### src/rtl/ternary_matmul_sequencer_if.sv
// Host-side streams of the ternary matmul sequencer: job command,
// operand-beat handshake and result-byte stream.
interface ternary_matmul_sequencer_if #(
  parameter int K_W = 8
);
  logic           cmd_valid;
  logic           cmd_ready;
  logic [K_W-1:0] cmd_len;
  logic           in_valid;
  logic           in_ready;
  logic           out_valid;
  logic           out_ready;
  logic [7:0]     out_data;
  logic           out_last;

  // Host / pin decoder side
  modport master (
    output cmd_valid, cmd_len, in_valid, out_ready,
    input  cmd_ready, in_ready, out_valid, out_data, out_last
  );

  // Sequencer side
  modport slave (
    input  cmd_valid, cmd_len, in_valid, out_ready,
    output cmd_ready, in_ready, out_valid, out_data, out_last
  );
endinterface

### src/rtl/ternary_matmul_sequencer.sv
// Control FSM for one ternary matrix-multiply job on the 8-accumulator
// systolic array: clear, stream K operand beats, snapshot, read out bytes.
// Optional build macro SEQ_RELU_EN clamps negative result bytes to zero.
//
// state | meaning
// IDLE  | waiting for a job command
// CLEAR | one-cycle accumulator clear
// ACCUM | consuming operand beats until beat_cnt == len_q
// COPY  | snapshot accumulators into the output queue
// READ  | streaming OUTPUTS result bytes to the host
module ternary_matmul_sequencer #(
  parameter int K_W     = 8,
  parameter int OUTPUTS = 8
) (
  input  logic                        clk,
  input  logic                        reset,
  input  logic                        abort,
  ternary_matmul_sequencer_if.slave   host,
  output logic                        arr_accumulate,
  output logic                        arr_reset_acc,
  output logic                        arr_copy_out,
  output logic [2:0]                  arr_out_index,
  input  logic [7:0]                  arr_out,
  output logic                        busy
);

  typedef enum logic [2:0] {IDLE, CLEAR, ACCUM, COPY, READ} state_t;

  localparam logic [2:0] LAST_IDX = 3'(OUTPUTS - 1);

  state_t         state, state_nxt;
  logic [K_W-1:0] len_q;
  logic [K_W-1:0] beat_cnt;
  logic [2:0]     rd_idx;
  logic           kill;
  logic           cmd_fire;
  logic           beat_fire;
  logic           byte_fire;
  logic           last_byte;
  logic [7:0]     result;

  // Reset cancels a job exactly like abort does.
  assign kill      = reset | abort;
  assign last_byte = (rd_idx == LAST_IDX);

  // Next-state decode and Moore-style array/host strobes.
  always_comb begin
    state_nxt      = state;
    host.cmd_ready = 1'b0;
    host.in_ready  = 1'b0;
    host.out_valid = 1'b0;
    host.out_last  = 1'b0;
    arr_reset_acc  = 1'b0;
    arr_copy_out   = 1'b0;
    arr_out_index  = 3'd0;
    busy           = (state != IDLE);
    case (state)
      IDLE: begin
        host.cmd_ready = !kill;
        if (host.cmd_valid && !kill) state_nxt = CLEAR;
      end
      CLEAR: begin
        arr_reset_acc = 1'b1;
        state_nxt     = ACCUM;
      end
      ACCUM: begin
        host.in_ready = !kill;
        if (host.in_valid && !kill && (beat_cnt == len_q)) state_nxt = COPY;
      end
      COPY: begin
        arr_copy_out = !kill;
        state_nxt    = READ;
      end
      READ: begin
        host.out_valid = !kill;
        host.out_last  = !kill && last_byte;
        arr_out_index  = rd_idx;
        if (host.out_ready && !kill && last_byte) state_nxt = IDLE;
      end
      default: state_nxt = IDLE;
    endcase
    if (kill && (state != IDLE)) begin
      arr_reset_acc = 1'b1;
      state_nxt     = IDLE;
    end
  end

  assign cmd_fire       = host.cmd_valid & host.cmd_ready;
  assign arr_accumulate = host.in_valid & host.in_ready;
  assign beat_fire      = arr_accumulate;
  assign byte_fire      = host.out_valid & host.out_ready;

`ifdef SEQ_RELU_EN
  assign result = arr_out[7] ? 8'h00 : arr_out;
`else
  assign result = arr_out;
`endif

  // Result byte is forced to zero outside READ so the bus is quiet when idle.
  assign host.out_data = (state == READ) ? result : 8'h00;

  // State register.
  always_ff @(posedge clk) begin
    if (reset) state <= IDLE;
    else       state <= state_nxt;
  end

  // Job length latch, beat counter and read-out index.
  always_ff @(posedge clk) begin
    if (reset) begin
      len_q    <= '0;
      beat_cnt <= '0;
      rd_idx   <= 3'd0;
    end else begin
      if (cmd_fire) begin
        len_q    <= host.cmd_len;
        beat_cnt <= '0;
      end else if (beat_fire) begin
        beat_cnt <= beat_cnt + K_W'(1);
      end
      if (state == COPY)  rd_idx <= 3'd0;
      else if (byte_fire) rd_idx <= rd_idx + 3'd1;
    end
  end

endmodule
### src/flat_wrapper.sv
// flat-port wrapper written by rule: the top's interface ports become plain ports
module ternary_matmul_sequencer_flat 
#(
  parameter int K_W     = 8,
  parameter int OUTPUTS = 8
)
  (clk, reset, abort, arr_accumulate, arr_reset_acc, arr_copy_out, arr_out_index, arr_out, busy, host_cmd_valid, host_cmd_len, host_in_valid, host_out_ready, host_cmd_ready, host_in_ready, host_out_valid, host_out_data, host_out_last);
  ternary_matmul_sequencer_if #(.K_W(K_W)) host_i ();
  input  logic clk;
  input  logic reset;
  input  logic abort;
  output logic arr_accumulate;
  output logic arr_reset_acc;
  output logic arr_copy_out;
  output logic [2:0] arr_out_index;
  input  logic [7:0] arr_out;
  output logic busy;
  input wire logic [$bits(host_i.cmd_valid)-1:0] host_cmd_valid;
  input wire logic [$bits(host_i.cmd_len)-1:0] host_cmd_len;
  input wire logic [$bits(host_i.in_valid)-1:0] host_in_valid;
  input wire logic [$bits(host_i.out_ready)-1:0] host_out_ready;
  output wire logic [$bits(host_i.cmd_ready)-1:0] host_cmd_ready;
  output wire logic [$bits(host_i.in_ready)-1:0] host_in_ready;
  output wire logic [$bits(host_i.out_valid)-1:0] host_out_valid;
  output wire logic [$bits(host_i.out_data)-1:0] host_out_data;
  output wire logic [$bits(host_i.out_last)-1:0] host_out_last;
  assign host_i.cmd_valid = host_cmd_valid;
  assign host_i.cmd_len = host_cmd_len;
  assign host_i.in_valid = host_in_valid;
  assign host_i.out_ready = host_out_ready;
  assign host_cmd_ready = host_i.cmd_ready;
  assign host_in_ready = host_i.in_ready;
  assign host_out_valid = host_i.out_valid;
  assign host_out_data = host_i.out_data;
  assign host_out_last = host_i.out_last;
  ternary_matmul_sequencer #(.K_W(K_W), .OUTPUTS(OUTPUTS)) u_core (.clk(clk), .reset(reset), .abort(abort), .host(host_i), .arr_accumulate(arr_accumulate), .arr_reset_acc(arr_reset_acc), .arr_copy_out(arr_copy_out), .arr_out_index(arr_out_index), .arr_out(arr_out), .busy(busy));
endmodule
### config.mk
export PLATFORM = sky130hd
export DESIGN_NAME = ternary_matmul_sequencer_flat
export DESIGN_NICKNAME = d
export VERILOG_FILES = /design/src/rtl/ternary_matmul_sequencer_if.sv /design/src/rtl/ternary_matmul_sequencer.sv /design/src/flat_wrapper.sv
export SDC_FILE = /design/constraint.sdc
export NUM_CORES = 1
export LEC_CHECK = 0
export ABC_AREA = 0
export CAP_MARGIN = 0
export CORE_AREA = 2 2 62 64
export CTS_CLUSTER_SIZE = 30
export DETAILED_ROUTE_END_ITERATION = 8
export DIE_AREA = 0 0 64 66
export PLACE_DENSITY = 0.64
export SLEW_MARGIN = 30
export SYNTH_ARGS = -nofsm -noshare
export SYNTH_HDL_FRONTEND = slang
export SYNTH_SLANG_ARGS = --single-unit
### constraint.sdc
create_clock -name clk -period 2.2 [get_ports clk]
set_input_delay 0.66 -clock clk [delete_from_list [all_inputs] [get_ports clk]]
set_output_delay 0.66 -clock clk [all_outputs]
set_load 0.005 [all_outputs]
==> run_results.csv <==
group,metric,value,unit
critical_path,cp_common_cell,"buf_6",
global_route,grt_use_met3,2.04,%
yosys,synth_seq_cells,22,
detailed_routing,postRouteAntennaNets,0,
floorplan,die-area,4220,um^2
floorplan,ios,41,
layout,stdcell_count,238,
yosys,synth_cell_types,30,
detailed_routing,viasPerCell,4.56,
timing,timing.hold.ws,0.536,ns
yosys,synth_area,1190,um^2
global_route,grt_max_degree,12,
flow_run,maxCapViolCount,0,
layout,post_route_cells_drive_above_1_share,24.7,%
floorplan,die_y,66,um
run_status,run_status,"finished clean",
global_route,grt_pass1_wl,4830,um
clocking,insertion_delay,0.29,ns
global_route,grt_antenna_before_repair,0,
yosys,synth-async-reset-ratio,0,%
detailed_routing,wirelength,2760,um
clocking,clock_sinks,22,
detailed_routing,drt_iter0_markers,23,
critical_path,reg2reg_to,"u_core.beat_cnt[7]",
hold_path,min_path_cells,2,
critical_path,slowest_delay,0.38,ns
floorplan,floorplan.initialDensity,33.6,%
yosys,synthCells,132,
global_route,busiest_layer,"met2",
pwr,p_leak,0.000920,uW
critical_path,cp_num_buf_inv,3,
yosys,syn_nets,157,
layout,nets,217,
timing,tightest_slew,0.316,ns
critical_path,required,1.54,ns
global_route,grtUsageMet1,17.1,%
timing,clock.fmax,0.455,GHz
critical_path,path_delay_family,"simple AND/OR/NAND/NOR gates",
timing,fin_crit_sh,99.9,%
yosys,synth_area_leaders,"dfxtp_1 37%, mux2i_1 8.4%, nor2_1 6.9%, and2_1 6.8%, xor2_1 6.6%",
layout,final_core_util,51.8,%
timing,setup_viol,0,
placement,portBuffers,40,
global_route,grt_use_met2,25.7,%
yosys,synth_area_leader_cell,"dfxtp_1",
critical_path,cp.depth,5,
critical_path,rr_worst_depth,7,
critical_path,cp.arrival,1.54,ns
timing,hold_viol_final,0,
pwr,power.total,691,uW
critical_path,critPathSlowestCell,"or3_4",
hold_path,hold_class,"reg2reg",
floorplan,coreArea,3550,um^2
timing,slew_viol_final,0,
critical_path,worst_setup_path_end_kind,"primary output",
clocking,clock_path_buffers,2,
detailed_routing,dr_total_vias,1086,
global_route,grt-ovfl-total,0,
critical_path,worstReg2RegStart,"u_core.state[2]",
floorplan,placementRows,22,
detailed_routing,drc,0,
detailed_routing,wl_per_cell,11.6,um
timing,skew,0.00128,ns
critical_path,critPathKind,"in2out",
layout,diodes,0,
clocking,clkTransAtPathRegs,0.11,ns
yosys,synth_commonest_cells,"22 x dfxtp_1, 22 x nor2_1, 13 x and2_1, 10 x mux2i_1, 9 x xor2_1",
clocking,clockRootBuffer,"clkbuf_4",
yosys,syn_avg_cell_area,9.04,um^2
hold_path,hold_path_end,"u_core.rd_idx[1]",
yosys,synth_edf_count,0,
timing,rsz0062_at_grt,"yes",
placement,place.gp.congestion,0.765,
detailed_routing,drtPass1Iterations,4,
pwr,power_density,376,nW/um^2
yosys,synth-main-ff-cell,"dfxtp_1",
critical_path,path_cells,"buf_6, or3_4, buf_6, nor3b_2, buf_2",
yosys,synth_top_area_share,36.9,%
hold_path,min_from,"u_core.rd_idx[1]",
clocking,cts_tree,"built",
critical_path,cp_max_fo,3,
timing,slew-limit-headroom,78.7,%
timing,fin_crit,2.20,ns
global_route,track_usage,14.2,%
yosys,seq_area_frac_synth,36.9,%
placement,dp_cells,224,
pwr,peakVddDrop,0.000212,V
yosys,ys_warn_count,0,
global_route,grt_pass1_vias,1106,
floorplan,die_width,64,um
critical_path,crit_path_start_kind,"input port",
critical_path,ff2ff_setup_slack,0.41,ns
clocking,cts_buffers,3,
placement,hpwlAfterDp,2080,um
layout,areaGrowthSynthToFinish,54.0,%
clocking,htreeDepth,1,
==> stage by stage <==
| step | setup TNS [ns] | setup WS [ns] | cell area [um^2] |
|---|---|---|---|
| 5_1_grt | -0.0712 | -0.0523 | 1840 |
| 3_3_place_gp | -5.96 | -0.685 | 1710 |
| 3_5_place_dp | -6.76 | -0.692 | 1710 |
| 4_1_cts | 0 | 0.00691 | 1840 |
| 6_report | 0 | 0.00129 | 1840 |
| 2_1_floorplan | 0 | 0.146 | 1190 |
==> state kept, by name, summed over array words and instances (netlist names) <==
name and cells:
u_core.beat_cnt 8, u_core.len_q 8, u_core.rd_idx 3, u_core.state 3
==> worst register-to-register path, stage by stage, from the launching register on <==
cell,delay [ns]
dfxtp_2,0.35
buf_6,0.12
or3_4,0.37
buf_6,0.13
buf_4,0.17
nor4_1,0.35
xnor2_1,0.16
nor2_1,0.05
==> how the worst max path moves through the flow <==
| stage | start | endpoint | slack [ns] |
|---|---|---|---|
| after CTS | u_core.state[2] | host_in_ready | 0.007 |
| after global placement | abort | host_in_ready | -0.69 |
| final | reset | host_in_ready | 0.001 |
| after detailed placement | abort | host_in_ready | -0.69 |
| after global routing | u_core.state[2] | host_in_ready | -0.05 |
| after floorplan | abort | host_in_ready | 0.15 |
==> report_power, final <==
| group | leakage [uW] | internal, uW | switching, uW |
|---|---|---|---|
| combinational | 0.000727 | 70.0 | 42.2 |
| clock | 0.0000138 | 63.6 | 107 |
| sequential | 0.000180 | 403 | 5.57 |
==> cells in the final DEF, fill, tap and decap left out, types with 3 or more instances in the layout <==
cell type,synthesis,routed
nor2_1,22,21
clkdlybuf4s50_1,0,19
dfxtp_1,22,19
buf_4,0,15
and2_1,13,13
dlygate4sd2_1,0,12
mux2i_1,10,10
xor2_1,9,9
xnor2_1,8,8
buf_6,1,7
nand3_1,5,5
nand2_1,4,4
buf_2,3,4
nor4_1,3,3
nor3_1,5,3
ha_1,3,3
clkbuf_4,0,3
clkbuf_2,0,3
==> area by class of cell <==
type,instances,area (um^2)
well taps,48,60.1
multi-input cells,101,747
fillers,328,1710
repair buffers,62,552
flip-flops and latches,22,449
clock buffers,3,22.5
inverters,2,7.51
==> cell families after synthesis <==
family          synth area share [%]
simple gates                    32.7
flops                           36.9
xor+xnor                        12.5
mux                             8.39
buf+inv                         3.77
compound gates                  2.62
fa+ha+maj                       3.14
==> metal layers <==
layer / share of wire, % / routed length, um / vias to the layer above
li1: - / - / 564
met5: 0 / 0 / -
met1: 46 / 1270 / 504
met3: 2.5 / 70 / 2
met2: 51 / 1410 / 16
met4: 0.65 / 18 / 0
==> repair_timing <==
action / in CTS / in global routing
cloned: 1 / 0
pin swaps: 4 / 3
hold buffers: 0 / 0
endpoints found under the setup margin: 18 / 6
resized for setup: 60 / 5
setup buffers: 8 / 2
(Power assumes the default switching activity.)
